===== src/rtl/adv7611_pkg.sv =====
// Shared types and helpers for the ADV7611 sync monitor: FSM states, geometry
// record, and the tolerance compare used for frame-to-frame matching.
package adv7611_pkg;

  localparam int unsigned H_W = 12;
  localparam int unsigned V_W = 11;

  typedef enum logic [1:0] {
    ST_NOSYNC  = 2'd0,
    ST_ACQUIRE = 2'd1,
    ST_LOCKED  = 2'd2
  } state_t;

  typedef struct packed {
    logic [H_W-1:0] h_total;
    logic [V_W-1:0] v_total;
    logic [V_W-1:0] h_active;
    logic [V_W-1:0] v_active;
  } geom_t;

  // Operands are zero-extended to 13 bits, so the signed difference cannot wrap.
  function automatic logic within_tol(input logic [12:0] a, input logic [12:0] b,
                                      input logic [12:0] tol);
    logic signed [12:0] d;
    logic [12:0] mag;
    d   = $signed(a) - $signed(b);
    mag = d[12] ? $unsigned(-d) : $unsigned(d);
    return mag <= tol;
  endfunction

  function automatic logic geom_match(input geom_t a, input geom_t b,
                                      input logic [12:0] htol, input logic [12:0] vtol);
    return within_tol({1'b0, a.h_total}, {1'b0, b.h_total}, htol)
        && within_tol({2'b00, a.v_total}, {2'b00, b.v_total}, vtol)
        && (a.h_active == b.h_active)
        && within_tol({2'b00, a.v_active}, {2'b00, b.v_active}, vtol);
  endfunction

  // A pegged counter means the measurement is meaningless; never lock on it.
  function automatic logic geom_saturated(input geom_t g);
    return (g.h_total == '1) || (g.v_total == '1) || (g.h_active == '1) || (g.v_active == '1);
  endfunction

endpackage


===== src/rtl/adv7611_sync_meas.sv =====
// Raw sync/DE edge detection and per-frame geometry measurement; snap is
// updated on each VSYNC falling edge and frame_valid strobes one cycle later.
module adv7611_sync_meas
  import adv7611_pkg::*;
(
  input  logic  clk,
  input  logic  rst,
  input  logic  hsync,
  input  logic  vsync,
  input  logic  de,
  output logic  vsync_edge,
  output logic  frame_valid,
  output geom_t snap
);

  logic           hsync_prev, vsync_prev, de_prev;
  logic           h_edge, de_edge;
  logic [H_W-1:0] hcnt, meas_h;
  logic [V_W-1:0] lcnt, lcnt_inc, decnt, meas_ha, acnt, acnt_inc;

  assign h_edge     = hsync_prev & ~hsync;
  assign vsync_edge = vsync_prev & ~vsync;
  assign de_edge    = de_prev & ~de;

  assign lcnt_inc = (h_edge && lcnt != '1) ? lcnt + 1'b1 : lcnt;
  assign acnt_inc = (de_edge && acnt != '1) ? acnt + 1'b1 : acnt;

  always_ff @(posedge clk) begin
    if (rst) begin
      hsync_prev  <= 1'b0;
      vsync_prev  <= 1'b0;
      de_prev     <= 1'b0;
      frame_valid <= 1'b0;
      hcnt        <= '0;
      meas_h      <= '0;
      lcnt        <= '0;
      decnt       <= '0;
      meas_ha     <= '0;
      acnt        <= '0;
      snap        <= '0;
    end else begin
      hsync_prev  <= hsync;
      vsync_prev  <= vsync;
      de_prev     <= de;
      frame_valid <= vsync_edge;

      if (h_edge) begin
        meas_h <= (hcnt == '1) ? hcnt : hcnt + 1'b1;
        hcnt   <= '0;
      end else if (hcnt != '1) begin
        hcnt <= hcnt + 1'b1;
      end

      if (de_edge) begin
        meas_ha <= decnt;
        decnt   <= '0;
      end else if (de && decnt != '1) begin
        decnt <= decnt + 1'b1;
      end

      // A line or DE edge coinciding with the frame edge belongs to the new frame.
      if (vsync_edge) begin
        snap <= '{h_total: meas_h, v_total: lcnt, h_active: meas_ha, v_active: acnt};
        lcnt <= V_W'(h_edge);
        acnt <= V_W'(de_edge);
      end else begin
        lcnt <= lcnt_inc;
        acnt <= acnt_inc;
      end
    end
  end

endmodule


===== src/rtl/adv7611_sync_monitor.sv =====
// Lock sequencer for the ADV7611 input path: compares successive frame
// snapshots, declares lock after LOCK_FRAMES matches and latches the mode.
module adv7611_sync_monitor
  import adv7611_pkg::*;
#(
  parameter int unsigned LOCK_FRAMES = 3,
  parameter int unsigned H_TOL       = 2,
  parameter int unsigned V_TOL       = 1,
  parameter int unsigned TIMEOUT_CYC = 4000000
) (
  input  logic        PCLK_i,
  input  logic        reset_i,
  input  logic        HSYNC_i,
  input  logic        VSYNC_i,
  input  logic        DE_i,
  input  logic        interlace_flag_i,
  output logic        lock_o,
  output logic [1:0]  state_o,
  output logic [11:0] h_total_o,
  output logic [10:0] v_total_o,
  output logic [10:0] h_active_o,
  output logic [10:0] v_active_o,
  output logic        interlaced_o,
  output logic        mode_change_o
);

  localparam int unsigned T_W = $clog2(TIMEOUT_CYC + 1);

  state_t         state;
  geom_t          snap, ref_g, out_g, acq_ref;
  logic           vsync_edge, frame_valid;
  logic           snap_ok, match_ref, match_out, timeout;
  logic [3:0]     stable_cnt, acq_cnt;
  logic [T_W-1:0] tcnt;

  adv7611_sync_meas u_meas (
    .clk         (PCLK_i),
    .rst         (reset_i),
    .hsync       (HSYNC_i),
    .vsync       (VSYNC_i),
    .de          (DE_i),
    .vsync_edge  (vsync_edge),
    .frame_valid (frame_valid),
    .snap        (snap)
  );

  assign snap_ok   = !geom_saturated(snap);
  assign match_ref = snap_ok && geom_match(snap, ref_g, 13'(H_TOL), 13'(V_TOL));
  assign match_out = snap_ok && geom_match(snap, out_g, 13'(H_TOL), 13'(V_TOL));
  assign timeout   = (tcnt == T_W'(TIMEOUT_CYC));

  always_comb begin
    acq_ref = snap;
    acq_cnt = snap_ok ? 4'd1 : 4'd0;
    if (stable_cnt != '0 && match_ref) begin
      acq_ref = ref_g;
      acq_cnt = stable_cnt + 4'd1;
    end
  end

  assign state_o    = state;
  assign h_total_o  = out_g.h_total;
  assign v_total_o  = out_g.v_total;
  assign h_active_o = out_g.h_active;
  assign v_active_o = out_g.v_active;

  always_ff @(posedge PCLK_i) begin
    if (reset_i) begin
      state         <= ST_NOSYNC;
      ref_g         <= '0;
      out_g         <= '0;
      stable_cnt    <= '0;
      tcnt          <= '0;
      lock_o        <= 1'b0;
      interlaced_o  <= 1'b0;
      mode_change_o <= 1'b0;
    end else begin
      mode_change_o <= 1'b0;

      if (vsync_edge)   tcnt <= '0;
      else if (!timeout) tcnt <= tcnt + 1'b1;

      // Timeout dominates; latched geometry is deliberately left untouched.
      if (timeout) begin
        state      <= ST_NOSYNC;
        lock_o     <= 1'b0;
        stable_cnt <= '0;
      end else if (frame_valid) begin
        case (state)
          ST_NOSYNC: begin
            state      <= ST_ACQUIRE;
            stable_cnt <= '0;
          end
          ST_ACQUIRE: begin
            ref_g      <= acq_ref;
            stable_cnt <= acq_cnt;
            if (acq_cnt >= 4'(LOCK_FRAMES)) begin
              state         <= ST_LOCKED;
              out_g         <= acq_ref;
              interlaced_o  <= interlace_flag_i;
              lock_o        <= 1'b1;
              mode_change_o <= 1'b1;
            end
          end
          ST_LOCKED: begin
            if (!match_out) begin
              state      <= ST_ACQUIRE;
              lock_o     <= 1'b0;
              ref_g      <= snap;
              stable_cnt <= 4'd1;
            end
          end
          default: state <= ST_NOSYNC;
        endcase
      end
    end
  end

endmodule


===== config.mk =====
export PLATFORM = sky130hd
export DESIGN_NAME = adv7611_sync_monitor
export DESIGN_NICKNAME = d
export VERILOG_FILES = /design/src/rtl/adv7611_pkg.sv /design/src/rtl/adv7611_sync_meas.sv /design/src/rtl/adv7611_sync_monitor.sv
export SDC_FILE = /design/constraint.sdc
export NUM_CORES = 1
export LEC_CHECK = 0
export CELL_PAD_IN_SITES_DETAIL_PLACEMENT = 2
export CELL_PAD_IN_SITES_GLOBAL_PLACEMENT = 2
export CORE_UTILIZATION = 38
export CTS_CLUSTER_DIAMETER = 120
export DETAILED_ROUTE_END_ITERATION = 10
export GPL_TIMING_DRIVEN = 0
export HOLD_SLACK_MARGIN = 0.08
export PLACE_DENSITY = 0.84
export REMOVE_ABC_BUFFERS = 1
export SYNTH_ARGS = -nofsm -noshare
export SYNTH_HDL_FRONTEND = slang
export SYNTH_SLANG_ARGS = --single-unit

===== constraint.sdc =====
create_clock -name PCLK_i -period 5 [get_ports PCLK_i]
set_input_delay 0.5 -clock PCLK_i [delete_from_list [all_inputs] [get_ports PCLK_i]]
set_output_delay 0.5 -clock PCLK_i [all_outputs]
set_load 0.01 [all_outputs]

After elaboration in Yosys (flattened, before gate mapping):

Index checks and enable logic that the tools add are counted.

* flip-flop bits (word level): 238
* bits of input ports: 6
* output and inout bits: 50
* logic and storage cells: 137

* add/subtract/negate cells: 18
* order comparisons: 7
* eq/ne operators: 16
* mux-type cells: 25
* bitwise logic cells: 9
* reductions and logical operators: 32

Operators by type and width (count)
* $mux 45: 2
* $pmux 45 s2: 1
* $mux 13: 6
* $le 13x1->1 const B: 4
* $neg 12->13: 4
* $sub 11x11->12: 4
* $add 11x1->11 const B: 3
* $eq 11x11->1 const B: 3
* $ne 11x11->1 const B: 3
* $le 13x2->1 const B: 2
* $neg 13->13: 2
* $sub 12x12->13: 2
* $eq 12x12->1 const B: 2
* $add 22x1->22 const B: 1
* $eq 11x11->1: 2
* $eq 22x22->1 const B: 1
* $add 12x1->12 const B: 1
* $logic_and 1x1->1: 12
* $mux 12: 1
* $ne 12x12->1 const B: 1
* $pmux 4 s3: 1
* $reduce_and 4->1: 3
* $mux 1: 8
* $mux 4: 2
* other kinds (19): 36

Longest topological paths before layout:

Gate-level depths: netlist of run 1.

* depth in word-level cells: 13
* gate-level depth with buffers: 18
* mapped depth without buffers: 16

By module:

A second synthesis of run 1 with hierarchy kept.

* cells, all modules: 2044
* area total of the unflattened synthesis: 16051.6 um^2

Modules (own cells, without submodules)
* adv7611_sync_monitor: instances 1, cells an instance 1477, area each 11345.9 um^2, sequential area each 2422.3 um^2
* adv7611_sync_meas: instances 1, cells an instance 567, area each 4705.8 um^2, sequential area each 2342.2 um^2

Worst setup path before layout of run 1:

Ideal clock, no wire load.

* kind: reg2reg
* start: register u_meas.snap[0] (netlist name)
* end: register mode_change_o
* library setup time: 0.092 ns
* arrival: 3.651 ns
* data required time: 4.908 ns
* path slack: 1.258 ns
* cell stages (with the launch flop): 15
* path buffers: 0
* period minus slack after synthesis: 3.742 ns
* path through: dfxtp_1 -> inv_1 -> ha_1 -> fa_1 -> ha_1 -> inv_1 -> o211ai_1 -> a2111oi_0 -> nand3_1 -> a31o_1 -> a2111oi_0 -> nand2_1 -> or4_1 -> or4b_1 -> nor4_1

* longest elaborated chain between the ends: 10
* elaborated cells on any way between the ends: 14
* those cells by class: 2 x add/sub; 2 x order compare; 1 x eq/ne; 4 x mux; 5 x reduce/logical

Ends and longest elaborated chain
* $sub 11x11->12: line adv7611_pkg.sv:26 `d = $signed(a) - $signed(b);`
* $neg 12->13: line adv7611_pkg.sv:27 `mag = d[12] ? $unsigned(-d) : $unsigned(d);`
* $mux 13: line adv7611_pkg.sv:27
* $le 13x1->1: line adv7611_pkg.sv:28 `return mag <= tol;`
* $logic_and 1x1->1: line adv7611_pkg.sv:36 `&& within_tol({2'b00, a.v_active}, {2'b00, b.v_active}, vtol);`
* $logic_and 1x1->1: line adv7611_sync_monitor.sv:48 `assign match_ref = snap_ok && geom_match(snap, ref_g, 13'(H_TOL), 13'(V_TOL));`
* $logic_and 1x1->1: line adv7611_sync_monitor.sv:55 `if (stable_cnt != '0 && match_ref) begin`
* $mux 4 (*): line adv7611_sync_monitor.sv:55
* $ge 4x2->1 (*): line adv7611_sync_monitor.sv:97 `if (acq_cnt >= 4'(LOCK_FRAMES)) begin`
* $mux 1 (*): line adv7611_sync_monitor.sv:97
* end signal: assignment: line adv7611_sync_monitor.sv:76 `mode_change_o <= 1'b0;`
* end signal: assignment: line adv7611_sync_monitor.sv:78 `mode_change_o <= 1'b0;`
* end signal: assignment: line adv7611_sync_monitor.sv:102 `mode_change_o <= 1'b1;`
* end: declaration: line adv7611_sync_monitor.sv:24 `output logic mode_change_o`

Mark *: on every way between the ends. The rest lies on a longest branch, timed or not.
A chain may end at the register's enable or synchronous reset.

Worst setup path in the final report of run 1:

* start: register u_meas.snap[34] (netlist name)
* end: register ref_g[39] (netlist name)

* longest elaborated chain between the ends: 11
* elaborated cells on any way between the ends: 26
* those cells by class: 4 x add/sub; 2 x order compare; 2 x eq/ne; 4 x mux; 14 x reduce/logical

Ends and longest elaborated chain
* $sub 12x12->13: line adv7611_pkg.sv:26
* $neg 13->13: line adv7611_pkg.sv:27
* $mux 13: line adv7611_pkg.sv:27
* $le 13x2->1: line adv7611_pkg.sv:28
* $logic_and 1x1->1: line adv7611_pkg.sv:34 `&& within_tol({2'b00, a.v_total}, {2'b00, b.v_total}, vtol)`
* $logic_and 1x1->1: line adv7611_pkg.sv:35 `&& (a.h_active == b.h_active)`
* $logic_and 1x1->1: line adv7611_pkg.sv:36
* $logic_and 1x1->1: line adv7611_sync_monitor.sv:48
* $logic_and 1x1->1: line adv7611_sync_monitor.sv:55
* $mux 45: line adv7611_sync_monitor.sv:55
* $pmux 45 s2: line adv7611_sync_monitor.sv:89 `case (state)`
* end signal: assignment: line adv7611_sync_monitor.sv:95 `ref_g <= acq_ref;`
* end signal: assignment: line adv7611_sync_monitor.sv:109 `ref_g <= snap;`
* end: declaration: line adv7611_sync_monitor.sv:30 `geom_t snap, ref_g, out_g, acq_ref;`

Parallel ways exist; a longest one is shown, timed or not.

==> results.txt, run 1 <==
Status: completed
Drt initial violations: 555
# diodes: 0
Hold-fix buffers, CTS: 0
Worst skew pair latency: 0.59 ns
Row cnt: 73
Post-route cell area: 0.01754 sq mm
Crit. End Element: flop
Fillers: 4374
Post-synth top flop: dfxtp_1
Hold Path Cell Cnt: 2
Overall Global Routing Usage: 0.2562
Reg clk slew, reported paths: 0.06 ns
Port Buffers: 55
Worst min-delay path category: input port to flop
Max Root-Sink Buffers: 3
Pleak: 6.861 nW
Core Area: 0.03964 sq mm
Worst Path Class, Setup: flop to flop
Worst vdd ir: 0.0002551 V
Reg power frac: 0.432
Worst Setup SP: u_meas.snap[34]
Die width: 202.4 um
Final Hold Viols: 0
Root Buffer: clkbuf_16
Vias: 14038
Post-Place Cell Area: 0.01632 sq mm
Global-route wire length before repair: 84.58 mm
Slew Limit Fails: 0
Cells after Synth: 1838
Max FO, Critical Path: 9
Seq/Total Area, Yosys: 0.3122
Total global routing overflow: 0
Multi-input combinational cell area: 0.009833 sq mm
Num CTS Buffers: 30
Hold Worst Slack: 0.3230 ns
Net load switching power: 1.095 mW
Combinational power share: 0.055
DRC errors left: 0
Synth warn: 0
Worst Skew: 0.01700 ns
Layout cells sized above 1: 0.06029
Hold Startpoint: reset_i
Headroom to the max-slew limit: 0.1333
Final nets: 1963
Hpwl dp: 37.78 mm
CTS tree: yes
Die Y: 202.4 um
Pwr dens: 253.6 mW/mm^2
Wirelength per Cell: 22.07 um
Clk network pwr share: 0.512
Internal Power: 3.352 mW
Reg-to-Reg End: ref_g[39]
Worst slew pin tran: 1.297 ns
Vias per cell: 5.810
Clk sinks: 238
Synth Register Bits: 238
Synth cell types: 89
Htree depth: 1
Die area: 0.04096 sq mm
Worst reg2reg path depth: 14
Starting Density: 0.3850
Max-cap violations: 0
Cell Area, Synth: 0.01526 sq mm
Antenna violations before repair: 0
FMAX: 0.2049 GHz
Worst setup SP type: flop
Worst R2R Setup Slack: 0.12 ns
Vias in the first global route: 15252
Worst Path Required: 5.46 ns
Worst EP arrival: 5.34 ns
Largest net degree at the start of global routing: 89
Final Setup Violations: 0
Hold path endpoint: h_active_o[10]
First drt pass iteration count: 4
GPL Wtd Cong: 0.8334
Worst r2r src: u_meas.snap[34]
Ports: 56
Total routed wirelength: 53.33 mm
Tmin final: 4.881 ns
Area Growth Syn to Fin: 14.91%
Number of synthesized flops with an enable pin: 0
Mapped Avg Cell Area: 8.302 sq um
Post-route antenna net violation count: 0
Period utilization: 0.9763
Ys async rst share: 0
Switching part of the total: 0.2463
Sequential cell area: 0.004765 sq mm
==> worst max-delay path, cell delays in order (launching register included) <==
cell and delay (ns):
dfxtp_1 0.53, inv_1 0.14, fa_1 0.50, and2b_1 0.32, o221ai_1 0.15, a211oi_1 0.57, and3_1 0.32, and3_1 0.27
mux2i_1 0.25, a32oi_1 0.17, nor4_2 0.42, nand3_1 0.41, o21a_4 0.40, buf_12 0.17, mux2i_1 0.13
==> synth_stat cells, types with 5 or more instances <==
library cell | count | share of area
a2111oi_0 | 10 | 0.0057
a211o_1 | 7 | 0.0040
a211oi_1 | 26 | 0.013
a21o_1 | 19 | 0.0093
a21oi_1 | 91 | 0.030
a22o_1 | 40 | 0.023
a311oi_1 | 9 | 0.0052
a31oi_1 | 9 | 0.0037
and2_1 | 10 | 0.0041
and3_1 | 29 | 0.012
and4_1 | 8 | 0.0046
buf_2 | 11 | 0.0036
clkbuf_1 | 63 | 0.015
dfxtp_1 | 238 | 0.31
fa_1 | 6 | 0.0079
ha_1 | 84 | 0.069
inv_1 | 107 | 0.026
mux2i_1 | 109 | 0.071
nand2_1 | 117 | 0.029
nand2b_1 | 85 | 0.035
nand3_1 | 61 | 0.020
nand3b_1 | 6 | 0.0030
nand4_1 | 34 | 0.014
nor2_1 | 192 | 0.047
nor2b_1 | 16 | 0.0066
nor3_1 | 39 | 0.013
nor4_1 | 15 | 0.0061
o2111ai_1 | 5 | 0.0029
o211a_1 | 9 | 0.0059
o211ai_1 | 19 | 0.0093
o21a_1 | 17 | 0.0084
o21ai_0 | 63 | 0.021
o21ai_1 | 6 | 0.0020
o21bai_1 | 6 | 0.0030
o22ai_1 | 8 | 0.0033
o31ai_1 | 5 | 0.0025
or2_2 | 9 | 0.0037
or3_1 | 28 | 0.011
or4_1 | 7 | 0.0034
xnor2_1 | 61 | 0.035
xor2_1 | 51 | 0.029
==> routing by layer <==
metal / vias to the layer above / wire (um) / track usage
met4: 0 / 1320 / 0.07438
met2: 161 / 27170 / 0.4666
li1: 6691 / - / -
met1: 7108 / 23640 / 0.3174
met3: 78 / 1199 / 0.02402
met5: - / 0 / 0
==> cell families after synthesis <==
family | share of synthesized area
XOR/XNOR | 0.06428
buffers and inverters | 0.04887
flip-flops | 0.3122
AO/OA/AOI/OAI | 0.1956
adder cells (fa/ha/maj) | 0.07675
AND/OR/NAND/NOR | 0.2285
multiplexers | 0.07371
==> what timing repair did <==
action | 4_1_cts | 5_1_grt
buffers inserted | 3 | 9
endpoints found under the setup margin | 78 | 40
resized for setup | 3 | 6
cloned | 1 | 0
pin swaps | 1 | 0
==> cell usage in the layout, fill, tap and decap left out, types with 39 or more instances in the layout <==
cell type and count:
xnor2_1 59, dfxtp_1 238, nand2b_1 84, nand2_1 117
xor2_1 51, clkdlybuf4s50_1 54, o21ai_0 61, inv_1 107
ha_1 84, mux2i_1 109, nor2_1 191, nand3_1 61
a22o_1 40, a21oi_1 91, nor3_1 39
==> flip-flops by register name (all words and copies together), names as in the netlist, 12 cells and up <==
register,cells
ref_g,45
u_meas.meas_h,12
u_meas.hcnt,12
u_meas.snap,45
tcnt,22
h_total_o,12
==> power groups by stage <==
stage / registers [mW] / logic [mW] / clock network [mW]
2_1_floorplan: 1.96 / 0.144 / 0
3_3_place_gp: 1.96 / 0.221 / 0
3_5_place_dp: 1.96 / 0.239 / 0
4_1_cts: 1.92 / 0.244 / 2.33
5_1_grt: 1.92 / 0.268 / 2.40
6_report: 1.92 / 0.246 / 2.28
==> per-stage QoR <==
stage | instances | setup slack [ns] | power, mW | util | TNS (ns)
CTS | 2407 | 0.02082 | 4.498 | 0.4390 | 0
finish | 2416 | 0.1187 | 4.447 | 0.4424 | 0
floorplan | 1759 | -0.5402 | 2.104 | - | -24.85
global placement | 2339 | -4.984 | 2.184 | 0.4067 | -523.41
detailed placement | 2347 | -0.4574 | 2.203 | 0.4117 | -18.12
global route | 2416 | -0.04366 | 4.589 | 0.4424 | -0.4664
==> worst max-delay path by stage <==
stage / depth (start not counted) / slack [ns] / end
final: 14 / 0.12 / ref_g[39]
after global routing: 14 / -0.04 / ref_g[5]
after CTS: 15 / 0.02 / lock_o
after detailed placement: 15 / -0.46 / ref_g[4]
after global placement: 4 / -4.98 / u_meas.snap[22]
after floorplan: 14 / -0.54 / h_active_o[0]
==> final cells by class <==
type,instances,area share
Sequential cell,238,0.2717
Clock inverter,14,0.01035
Clock buffer,42,0.04880
Multi-Input combinational cell,1415,0.5608
Timing Repair Buffer,75,0.04802
Inverter,107,0.02290
Tap cell,525,0.03746
(Power assumes the default switching activity.)
==> inputs of run 2 (changes only) <==
- PLACE_DENSITY: 0.84 -> 0.92
- SLEW_MARGIN: not set -> 20
- SYNTH_HIERARCHICAL: not set -> 1
==> results.txt, run 2 <==
Die area: 0.04307 sq mm
Top-area cell type share of the netlist area: 0.2968
Max-cap violations: 1
Vias in the first global route: 19059
Global-route track usage on met3: 0.05507
Combinational power share: 0.042
Ports: 56
Met2 Resource Use GR: 0.5837
GPL Wtd Cong: 0.9270
Largest net degree at the start of global routing: 76
Row cnt: 74
Post-synth top flop: dfxtp_1
Headroom to the max-slew limit: -0.1775
Die width: 207.5 um
Yosys top cell by area: dfxtp_1
Worst Path Class, Setup: flop to flop
Mapped Avg Cell Area: 7.853 sq um
Reg power frac: 0.443
Max FO, Critical Path: 12
Worst setup SP type: flop
Crit. End Element: flop
DP Worst Slack: -0.4167 ns
Worst skew pair latency: 0.61 ns
Synth warn: 6
Failing checks: max-capacitance violations, max-slew violations, negative setup slack
Area Growth Syn to Fin: 13.95%
Worst R2R Setup Slack: -0.97 ns
Number of synthesized flops with an enable pin: 0
Port Buffers: 55
Post-route antenna net violation count: 0
Status: finished, violations left
Ys async rst share: 0
Cell Area, Synth: 0.01605 sq mm
Core Area: 0.04120 sq mm
FMAX: 0.1676 GHz
First drt pass iteration count: 7
Max Root-Sink Buffers: 3
Worst EP arrival: 6.39 ns
Period utilization: 1.193
Reg clk slew, reported paths: 0.08 ns
Fin worst setup slack: -0.9651 ns
Slew Limit Fails: 3
Regs by FF count: ref_g (45), u_meas/snap (45), tcnt (22)
GRT met1 Usage: 0.3846
Clk sinks: 238
Cells after Synth: 2044
Pwr dens: 236.8 mW/mm^2
Worst slew pin tran: 1.750 ns
Final nets: 2150
Commonest cells in the netlist: 284 x nand2_1, 238 x dfxtp_1, 172 x nor2_1
Worst reg2reg path depth: 13
Antenna violations before repair: 3
Starting Density: 0.3896
Synth cell types: 100
Worst vdd ir: 0.0002497 V
Total global routing overflow: 0
Root Buffer: clkbuf_16
Tmin final: 5.965 ns
Reg-to-Reg End: ref_g[5]
Worst min-delay path category: input port to flop
Wirelength per Cell: 32.43 um
Hold-fix buffers, CTS: 0
Final Setup Violations: 88
Total routed wirelength: 84.54 mm
Num CTS Buffers: 27
Leading cell type in the layout, fill and taps excluded: nand2_1
Most frequent cell after synthesis: nand2_1
Final Hold Viols: 0
Vias per cell: 6.985
Net load switching power: 1.157 mW
Overall Global Routing Usage: 0.3374
Hold Worst Slack: 0.3082 ns
DRC errors left: 0
CTS tree: yes
Most frequent cells in the layout: 282 x nand2_1, 235 x dfxtp_1, 170 x nor2_1
Synth Register Bits: 238
Clk network pwr share: 0.514
Seq/Total Area, Yosys: 0.2968
Hpwl dp: 44.84 mm
Pleak: 6.306 nW
Switching part of the total: 0.2672
Layout cells sized above 1: 0.08731
Synth area leaders: dfxtp_1 30%, nand2_1 6.6%, ha_1 6.5%
Vias: 18209
Die Y: 207.5 um
Worst Skew: 0.03989 ns
Internal Power: 3.173 mW
Drt initial violations: 1520
Hold path endpoint: interlaced_o
Htree depth: 1
Hold Startpoint: reset_i
Grt peak-use layer: met2
Hold Path Cell Cnt: 2
Global-route wire length before repair: 115.0 mm
Worst Path Required: 5.43 ns
Worst r2r src: u_meas/snap[24]
run 2: changes by cell type in the layout (fill, tap and decap cells not counted), moves of 18 or more:
cell      before  now
nor2_1       191  170
a22o_1        40    3
a31oi_1        9   27
a21oi_1       91  157
nand2_1      117  282
nor4_2         4   23
mux2i_1      109   55
nor3_1        39   72
nand2b_1      84   13
run 2: critical path, stage by stage (launching register included):
cell and delay [ns]:
dfxtp_1 0.63, ha_1 0.51, o21ai_0 0.25, a21oi_1 0.45
o211ai_1 0.21, a311o_1 0.45, nor4_1 1.46, and4b_1 0.35
nand4_1 0.09, or4_4 0.20, nor3_4 0.05, nor3_4 0.34
buf_8 0.24, mux2i_1 0.55
run 2: kinds of logic after synthesis:
group | Yosys count | share of synthesized area
flops | 238 | 0.2968
buf+inv | 212 | 0.05901
fa+ha+maj | 90 | 0.07296
mux | 58 | 0.03632
xor+xnor | 98 | 0.05347
simple gates | 859 | 0.2755
compound gates | 489 | 0.2059
run 2: worst max path at each step:
| stage | endpoint | depth (start not counted) | startpoint |
|---|---|---|---|
| after floorplan | ref_g[0] | 14 | v_total_o[0] |
| after global placement | ref_g[32] | 4 | reset_i |
| after detailed placement | h_active_o[7] | 14 | u_meas/snap[0] |
| after CTS | lock_o | 13 | u_meas/snap[0] |
| after global routing | ref_g[5] | 14 | ref_g[25] |
| final | ref_g[5] | 13 | u_meas/snap[24] |
run 2: power by group through the flow:
| stage | Sequential [mW] | Combinational, mW | Clock [mW] |
|---|---|---|---|
| 5_1_grt | 1.92 | 0.190 | 2.29 |
| 6_report | 1.92 | 0.183 | 2.23 |
| 2_1_floorplan | 1.96 | 0.0828 | 0 |
| 3_5_place_dp | 1.96 | 0.154 | 0 |
| 3_3_place_gp | 1.96 | 0.138 | 0 |
| 4_1_cts | 1.92 | 0.163 | 2.18 |
run 2: layout make-up:
class	count	area [sq um]
multi-input cells	1599	10670
clock buffers	35	755.7
diodes	2	5.005
inverters	112	422.9
repair buffers	76	852.1
flip-flops and latches	238	4771
well taps	532	665.6
clock inverters	13	153.9
fillers	4493	22910
run 2: timing repair:
action                     CTS  global route
resized for setup           18            37
buffers inserted             2            11
pin swaps                    3             9
setup endpoints to repair   97            99
cloned                       4             1
run 2: routing by layer:
layer  share of wire  vias up
li1                -     7424
met1            0.36     9103
met2            0.47     1144
met3           0.084      536
met4           0.088        2
met5         0.00015        -
run 2: metrics by stage:
stage               TNS [ns]  std cells  power, mW  cell area (sq um)  utilization
global route          -18.71       2605      4.397              18290       0.4438
CTS                        0       2593      4.264              17960       0.4360
detailed placement    -15.43       2539      2.115              16930       0.4109
global placement     -287.23       2531      2.098              16740       0.4063
floorplan             -12.27       1944      2.040              15520            -
finish                -40.90       2607      4.331              18290       0.4439
==> inputs of run 3 (changes only) <==
- SLEW_MARGIN: 20 -> 40
==> results.txt, run 3 (same netlist as run 2, synthesis figures left out) <==
Fillers: 4525
GPL Wtd Cong: 0.9270
Row cnt: 74
Antenna violations before repair: 3
Num CTS Buffers: 28
Pleak: 6.320 nW
Worst min-delay path category: input port to flop
Final Setup Violations: 26
DRC errors left: 0
CTS tree: yes
Core Util, Final: 0.4440
Fin worst setup slack: -0.2931 ns
Hold Worst Slack: 0.3074 ns
Overall Global Routing Usage: 0.3301
Leading cell type in the layout, fill and taps excluded: nand2_1
Pwr dens: 222.8 mW/mm^2
Starting Density: 0.3896
Worst EP arrival: 5.77 ns
GRT met1 Usage: 0.3738
Clk sinks: 238
Hpwl dp: 45.39 mm
Slew Limit Fails: 0
Tmin final: 5.293 ns
Vias in the first global route: 18716
Worst skew pair latency: 0.59 ns
Worst Path Required: 5.48 ns
Max-cap violations: 0
Global-route track usage on met3: 0.05340
Worst setup SP type: flop
Max Root-Sink Buffers: 3
Global-route wire length before repair: 112.8 mm
Layout cells sized above 1: 0.09450
Crit. End Element: flop
Total routed wirelength: 81.81 mm
Total power: 4.076 mW
Regs by FF count: ref_g (45), u_meas/snap (45), tcnt (22)
Failing checks: negative setup slack
Worst Skew: 0.03486 ns
Worst Path Class, Setup: flop to flop
Wirelength per Cell: 31.38 um
Vias per cell: 6.814
Die area: 0.04307 sq mm
Final Hold Viols: 0
Total global routing overflow: 0
Core Area: 0.04120 sq mm
Vias: 17764
Worst vdd ir: 0.0002302 V
Root Buffer: clkbuf_16
Period utilization: 1.059
Headroom to the max-slew limit: 0.2659
Grt peak-use layer: met2
Die Y: 207.5 um
Ports: 56
Reg clk slew, reported paths: 0.07 ns
Post-route antenna net violation count: 0
Die width: 207.5 um
Drt initial violations: 1541
Hold-fix buffers, CTS: 0
Htree depth: 1
First drt pass iteration count: 5
FMAX: 0.1889 GHz
Status: finished, violations left
Most frequent cells in the layout: 282 x nand2_1, 233 x dfxtp_1, 170 x nor2_1
Final nets: 2154
Largest net degree at the start of global routing: 69
Met2 Resource Use GR: 0.5841
Port Buffers: 55
Area Growth Syn to Fin: 13.97%
Max FO, Critical Path: 7
Worst slew pin tran: 1.093 ns
DP Worst Slack: -0.4367 ns
-- run 3: cell types whose count changed in the layout (fill, tap and decap cells not counted), sizes merged --
cell	before	now
buf	22	30
and4	13	10
bufinv	3	0
clkbuf	35	37
inv	114	112
nand3	59	57
clkinv	7	8
diode	2	1
-- run 3: final timing paths --
check	start	to	cells after the start	slack, ns
worst max-delay path	u_meas/snap[22]	h_total_o[0]	16	-0.29
worst min-delay path	reset_i	interlaced_o	2	0.31
worst max register to register	u_meas/snap[22]	h_total_o[0]	16	-0.29
worst min register to register	u_meas/meas_ha[6]	u_meas/snap[17]	2	0.45
-- run 3: cell type report --
class | instances | area (sq um) | area share
Antenna cell | 1 | 2.502 | 0.0001368
Clock buffer | 37 | 754.5 | 0.04124
Clock inverter | 9 | 58.81 | 0.003215
Inverter | 112 | 425.4 | 0.02325
Multi-Input combinational cell | 1594 | 10720 | 0.5857
Sequential cell | 238 | 4776 | 0.2611
Tap cell | 532 | 665.6 | 0.03639
Timing Repair Buffer | 84 | 895.9 | 0.04897
-- run 3: repair_timing --
| item | in CTS | in global routing |
|---|---|---|
| pin swaps | 1 | 12 |
| gates resized for setup | 22 | 44 |
| buffers inserted | 3 | 15 |
| endpoints found under the setup margin | 85 | 80 |
-- run 3: worst max-delay path: stages, from the launching register on --
cell and delay [ns]:
dfxtp_4 0.41, inv_1 0.11, ha_2 0.24, fa_2 0.61
ha_2 0.24, nor4bb_1 0.43, nand3_1 0.17, nand3b_1 0.17
nand2_2 0.13, nor4b_4 0.36, mux2i_1 0.28, a41oi_1 0.20
or4_4 0.62, buf_4 0.17, nor2_2 0.60, nand2_1 0.18
a31oi_1 0.27
-- run 3: power by group --
part	switching [mW]	total, mW	internal (mW)
Clock	0.920	1.97	1.05
Sequential	0.0157	1.92	1.90
Combinational	0.133	0.182	0.0494
-- run 3: stage by stage --
step | area, sq um | cells | TNS (ns)
2_1_floorplan | 15520 | 1944 | -12.27
3_3_place_gp | 16740 | 2531 | -287.23
3_5_place_dp | 17000 | 2542 | -7.907
4_1_cts | 17950 | 2591 | -0.05708
5_1_grt | 18290 | 2607 | -3.490
6_report | 18290 | 2607 | -2.768
-- run 3: per-layer routing --
layer / up-vias / wire (um)
li1: 7405 / -
met1: 8898 / 30640
met2: 1013 / 39420
met3: 444 / 5703
met4: 4 / 6025
met5: - / 28
